### src/rtl/tbuf_arb_pkg.sv
// Shared state encoding and width helpers for the tri-state bus arbiter.
package tbuf_arb_pkg;

    typedef enum logic [1:0] {
        IDLE  = 2'd0,
        DRIVE = 2'd1,
        TURN  = 2'd2,
        PARK  = 2'd3
    } arb_state_e;

    function automatic int clog2(input int value);
        int result;
        result = 0;
        while ((1 << result) < value) begin
            result++;
        end
        return result;
    endfunction

endpackage

### src/rtl/rr_pick.sv
// Combinational round-robin selector: first asserted request at or after the pointer, wrapping.
module rr_pick
    import tbuf_arb_pkg::*;
#(
    parameter int NREQ = 4
) (
    input  logic [NREQ-1:0]        i_req,
    input  logic [clog2(NREQ)-1:0] i_ptr,
    output logic [clog2(NREQ)-1:0] o_idx,
    output logic                   o_valid
);

    localparam int IW = clog2(NREQ);

    int w_cand;

    always_comb begin
        o_idx   = '0;
        o_valid = 1'b0;
        w_cand  = 0;
        for (int k = 0; k < NREQ; k++) begin
            w_cand = int'(i_ptr) + k;
            if (w_cand >= NREQ) begin
                w_cand = w_cand - NREQ;
            end
            if (!o_valid && i_req[w_cand[IW-1:0]]) begin
                o_valid = 1'b1;
                o_idx   = w_cand[IW-1:0];
            end
        end
    end

endmodule

### src/rtl/tbuf_bus_arbiter.sv
// Round-robin owner sequencer for a shared OBUFT tri-state bus with high-Z turnaround between owners.
// Optional macro TBUF_PARK_EN: an owner that drops REQ parks on the bus (T=0) instead of releasing it.
module tbuf_bus_arbiter
    import tbuf_arb_pkg::*;
#(
    parameter int NREQ      = 4,
    parameter int W         = 8,
    parameter int TA_CYC    = 2,
    parameter int MAX_BURST = 8
) (
    input  logic                   CLK,
    input  logic                   RST,
    input  logic [NREQ-1:0]        REQ,
    input  logic [NREQ*W-1:0]      DIN,
    output logic [NREQ-1:0]        GNT,
    output logic [W-1:0]           O,
    output logic                   T,
    output logic [clog2(NREQ)-1:0] OWNER,
    output logic                   BUSY
);

    localparam int IW = clog2(NREQ);
    localparam int BW = clog2(MAX_BURST + 1);
    localparam int CW = clog2(TA_CYC + 1);

    localparam logic [BW-1:0] BURST_LAST = BW'(MAX_BURST - 1);
    localparam logic [CW-1:0] TURN_LAST  = CW'(TA_CYC - 1);
    localparam logic [IW-1:0] LAST_IDX   = IW'(NREQ - 1);

    arb_state_e r_state, w_nextState;
    logic [IW-1:0] r_owner, w_nextOwner;
    logic [IW-1:0] r_ptr, w_nextPtr;
    logic [BW-1:0] r_burst, w_nextBurst;
    logic [CW-1:0] r_turn, w_nextTurn;
    logic [W-1:0]  r_o, w_nextO;
    logic          r_t, w_nextT;

    logic [NREQ-1:0] w_ownerMask;
    logic [NREQ-1:0] w_others;
    logic            w_xfer;
    logic [IW-1:0]   w_winIdx;
    logic            w_winValid;
    logic [IW-1:0]   w_afterWin;

    rr_pick #(.NREQ(NREQ)) u_pick (
        .i_req   (REQ),
        .i_ptr   (r_ptr),
        .o_idx   (w_winIdx),
        .o_valid (w_winValid)
    );

    assign w_ownerMask = NREQ'(1) << r_owner;
    assign w_others    = REQ & ~w_ownerMask;
    assign w_xfer      = (r_state == DRIVE) && REQ[r_owner];
    assign w_afterWin  = (w_winIdx == LAST_IDX) ? '0 : w_winIdx + 1'b1;

    // T defaults to high-Z; only a transfer (or a parked owner) keeps the bus driven.
    always_comb begin
        w_nextState = r_state;
        w_nextOwner = r_owner;
        w_nextPtr   = r_ptr;
        w_nextBurst = r_burst;
        w_nextTurn  = r_turn;
        w_nextO     = r_o;
        w_nextT     = 1'b1;
        case (r_state)
            IDLE: begin
                if (w_winValid) begin
                    w_nextState = DRIVE;
                    w_nextOwner = w_winIdx;
                    w_nextPtr   = w_afterWin;
                    w_nextBurst = '0;
                end
            end
            DRIVE: begin
                if (w_xfer) begin
                    w_nextO = DIN[int'(r_owner)*W +: W];
                    w_nextT = 1'b0;
                    if (r_burst == BURST_LAST) begin
                        w_nextBurst = '0;
                        if (|w_others) begin
                            w_nextState = TURN;
                            w_nextTurn  = '0;
                        end
                    end else begin
                        w_nextBurst = r_burst + 1'b1;
                    end
                end else begin
                    w_nextBurst = '0;
`ifdef TBUF_PARK_EN
                    w_nextState = PARK;
                    w_nextT     = r_t;
`else
                    w_nextState = TURN;
                    w_nextTurn  = '0;
`endif
                end
            end
            TURN: begin
                if (r_turn == TURN_LAST) begin
                    if (w_winValid) begin
                        w_nextState = DRIVE;
                        w_nextOwner = w_winIdx;
                        w_nextPtr   = w_afterWin;
                        w_nextBurst = '0;
                    end else begin
                        w_nextState = IDLE;
                    end
                end else begin
                    w_nextTurn = r_turn + 1'b1;
                end
            end
            PARK: begin
`ifdef TBUF_PARK_EN
                // Parked owner re-wins without a gap; anyone else must go through turnaround.
                if (REQ[r_owner]) begin
                    w_nextState = DRIVE;
                    w_nextT     = r_t;
                end else if (|w_others) begin
                    w_nextState = TURN;
                    w_nextTurn  = '0;
                end else begin
                    w_nextT = r_t;
                end
`else
                w_nextState = IDLE;
`endif
            end
            default: begin
                w_nextState = IDLE;
            end
        endcase
    end

    always_ff @(posedge CLK) begin
        if (RST) begin
            r_state <= IDLE;
            r_owner <= '0;
            r_ptr   <= '0;
            r_burst <= '0;
            r_turn  <= '0;
            r_o     <= '0;
            r_t     <= 1'b1;
        end else begin
            r_state <= w_nextState;
            r_owner <= w_nextOwner;
            r_ptr   <= w_nextPtr;
            r_burst <= w_nextBurst;
            r_turn  <= w_nextTurn;
            r_o     <= w_nextO;
            r_t     <= w_nextT;
        end
    end

    assign GNT   = w_xfer ? w_ownerMask : '0;
    assign O     = r_o;
    assign T     = r_t;
    assign OWNER = r_owner;
    assign BUSY  = (r_state != IDLE);

endmodule

### config.mk
export PLATFORM = sky130hd
export DESIGN_NAME = tbuf_bus_arbiter
export DESIGN_NICKNAME = d
export VERILOG_FILES = /design/src/rtl/tbuf_arb_pkg.sv /design/src/rtl/rr_pick.sv /design/src/rtl/tbuf_bus_arbiter.sv
export SDC_FILE = /design/constraint.sdc
export NUM_CORES = 1
export LEC_CHECK = 0
export ABC_CLOCK_PERIOD_IN_PS = 1700
export CORE_UTILIZATION = 25
export CTS_CLUSTER_SIZE = 20
export DETAILED_ROUTE_END_ITERATION = 12
export GPL_ROUTABILITY_DRIVEN = 0
export HOLD_SLACK_MARGIN = 0.05
export PLACE_DENSITY_LB_ADDON = 0.05
export SETUP_SLACK_MARGIN = 0.02
export SLEW_MARGIN = 40
export SYNTH_ARGS = -nofsm -noshare
export SYNTH_HDL_FRONTEND = slang
export SYNTH_SLANG_ARGS = --single-unit
### constraint.sdc
create_clock -name CLK -period 1.7 [get_ports CLK]
set_input_delay 0.34 -clock CLK [delete_from_list [all_inputs] [get_ports CLK]]
set_output_delay 0.34 -clock CLK [all_outputs]
set_load 0.02 [all_outputs]
==> results.md <==
- Die Y: between 70 and 80 um
- CP Data Arrival Time: 1.61 ns
- Worst EP required: between 1 and 1.5 ns
- Setup WS post-layout: -0.253 ns
- CTS tree: yes
- Fmax: a little over 500 MHz
- Fin util: between 40% and 50%
- Post-synth EDFFs: 0
- Final setup violation count: 8
- WS Path Type: register to primary output
- Critical path cell sequence: mux4_2 > and2_4 > and3_4 > buf_6
- Synthesized area: about 1400 um^2
- Final ANT Viol Nets: 0
- Max incr delay on CP: 0.51 ns
- Vias in the first global route: ~1400
- Largest net degree at the start of global routing: 18
- Inserted Diodes: 0
- Clk buf depth: 2
- Crit path max fanout: 4
- H-Tree Depth: 1
- Die width: around 76 um
- Final net count: 260
- Synth-to-Final Area Change: 60.8%
- Final Hold Viols: 0
- Netlist cell types: between 40 and 50
- Detailed placer's ending HPWL: 3180 um
- Pwr per Cell Area: between 700 and 800 nW/um^2
- FF+latch count, synth: 21
- Die area: a little under 6000 um^2
- Failing checks: setup timing
- Critical Path Start Type: register
- GRT Total Usage: between 10 and 15%
- WL final: 4060 um
- Max Slew Vio Count: 0
- WL per Instance: 14.1 um
- Slew @ Worst Pin: between 0.4 and 0.5 ns
- Worst setup startpoint: OWNER[0]
- Drt drc: 0
- Hold-fix buffers, CTS: 0
- Clock sink total: 21
- CP max stage cell: mux4_2
- Worst R2R Start: OWNER[0]
- Pre-CTS WS: -0.920 ns
- Min-delay src: O[6]
- Initial Utilization: 26.4%
- Layout cells sized above 1: approximately 29%
- Clock Latency Late Sink: 0.26 ns
- Sequential area share after synthesis: a little under a third
- Max Cap Viol: 0
- Clock Skew: about 0.0044 ns
- IO Pins: 54
- Via density per instance: about 4.8
- Synthesized area per cell: roughly 8.9 um^2
- Relative slew slack: about two thirds
- Unrepaired setup endpoints after global routing: yes
- Clk slew on worst S/H paths: around 0.09 ns
- Leak: ~0.85 nW
- Worst vdd ir: between 0.0005 and 0.0006 V
- IO Port Bufs: between 50 and 60
- Post-Syn Nets: a little under 200
- Initial DRC count: 50
- CTS Root Cell: clkbuf_8
- Row Count: 26
- Initial antenna violation count: 0
- Synth Flop Type: dfxtp_1
- First-pass GRT wire length: ~6700 um
- Drt pass-1 iters: 4
- Ys async rst share: 0%
- Routed vias: 1381
- Fin crit period: slightly below 2 ns
- Global route overflow: 0
- Final TNS setup: -1.08 ns
- Crit end category: primary output
- Tcrit/Tclk final: 115%
- Number of buffers created by CTS: 3
- Tightest Hold Check Type: register to register
- Status: finished, violations left
- Mapped Cells: approximately 150
- YS warnings: 0
- Core region area: 5200 um^2
per-layer routing:
metal  part of all wire, %  GRT usage (%)
met4                   1.3           3.08
met2                    49           25.7
met1                    46           17.4
met5                     0              0
met3                   3.8           2.63
power by group:
part | total [mW] | internal, mW | leakage, nW | switching (mW)
Clock | 0.346 | 0.164 | 0.0255 | 0.182
Sequential | 0.585 | 0.542 | 0.172 | 0.0433
Combinational | 0.745 | 0.403 | 0.656 | 0.342
Total | 1.68 | 1.11 | 0.853 | 0.568
critical path: cells and delay by family, from the launching register on:
| kind | cells | cell delay [ns] |
|---|---|---|
| mux | 1 | 0.51 |
| flops | 1 | 0.36 |
| simple gates | 2 | 0.36 |
| buf+inv | 1 | 0.12 |
worst paths after layout:
path | to | cells after the start | slack (ns)
setup / recovery | GNT[3] | 4 | -0.25
hold / removal | O[6] | 2 | 0.46
setup reg to reg | r_burst[3] | 6 | -0.09
hold reg to reg | O[6] | 2 | 0.46
repair_timing:
| action | in CTS | in global routing |
|---|---|---|
| resized for setup | 38 | 10 |
| pin swaps | 0 | 4 |
| endpoints found under the setup margin | 27 | 13 |
| buffers inserted | 0 | 3 |
flip-flops by register name, summed over array words and instances (netlist names), named ones only:
signal / flops
r_burst: 4
r_ptr: 1
OWNER: 2
O: 8
T: 1
r_state: 2
r_turn: 2
cells in the final DEF (no fill, tap or decap), types with 4 or more instances in the layout:
cell / instances
nor2_1: 8
nand2_1: 19
inv_1: 6
a21oi_1: 13
dfxtp_1: 20
mux4_2: 9
dlygate4sd2_1: 6
clkdlybuf4s50_1: 42
nand2b_1: 4
nor2b_1: 4
buf_4: 21
logic make-up (layout without fill, tap and decap cells):
group,after synthesis,after routing,share of synthesized area [%]
DFF,21,21,30.6
muxes,12,12,17.0
buffers and inverters,19,84,7.10
AOI/OAI and AO/OA,38,38,19.3
and+or+nand+nor,61,61,23.4
adders and majority gates,3,3,2.55
metrics by stage:
step	cell area, um^2	power [mW]	hold WS [ns]	std cells
6_report	2210	1.68	0.458	289
5_1_grt	2210	1.77	0.478	289
4_1_cts	2140	1.65	0.459	286
3_5_place_dp	2080	1.30	0.447	282
3_3_place_gp	2080	1.28	0.443	282
2_1_floorplan	1410	1.02	0.467	154
area by class of cell:
class | instances | area [um^2]
sequential | 21 | 424
timing repair buffer | 74 | 693
fill | 546 | 3000
clock inverter | 1 | 5.00
clock buffer | 3 | 41.3
inverter | 6 | 22.5
tap | 70 | 87.6
multi-input combinational | 114 | 936
synthesized netlist by cell type (all sizes together), types with 2 or more instances:
cell type	n	share of area, %
a22oi	2	1.1
mux4	9	15
mux2i	2	1.5
a21oi	13	4.7
o21ai	4	1.5
a211oi	5	3.1
nand2b	4	1.8
nor2	9	2.5
and3	5	3.0
inv	6	1.6
o2bb2ai	2	1.3
nand3	3	1.1
buf	6	3.5
or3	2	0.91
nand2	23	6.3
nor3b	2	1.1
dfxtp	21	31
nor2b	4	1.8
ha	2	1.8
nor4	2	0.91
clkbuf	7	2.0
or3b	2	1.3
a311o	2	1.5
(Power assumes the default switching activity.)
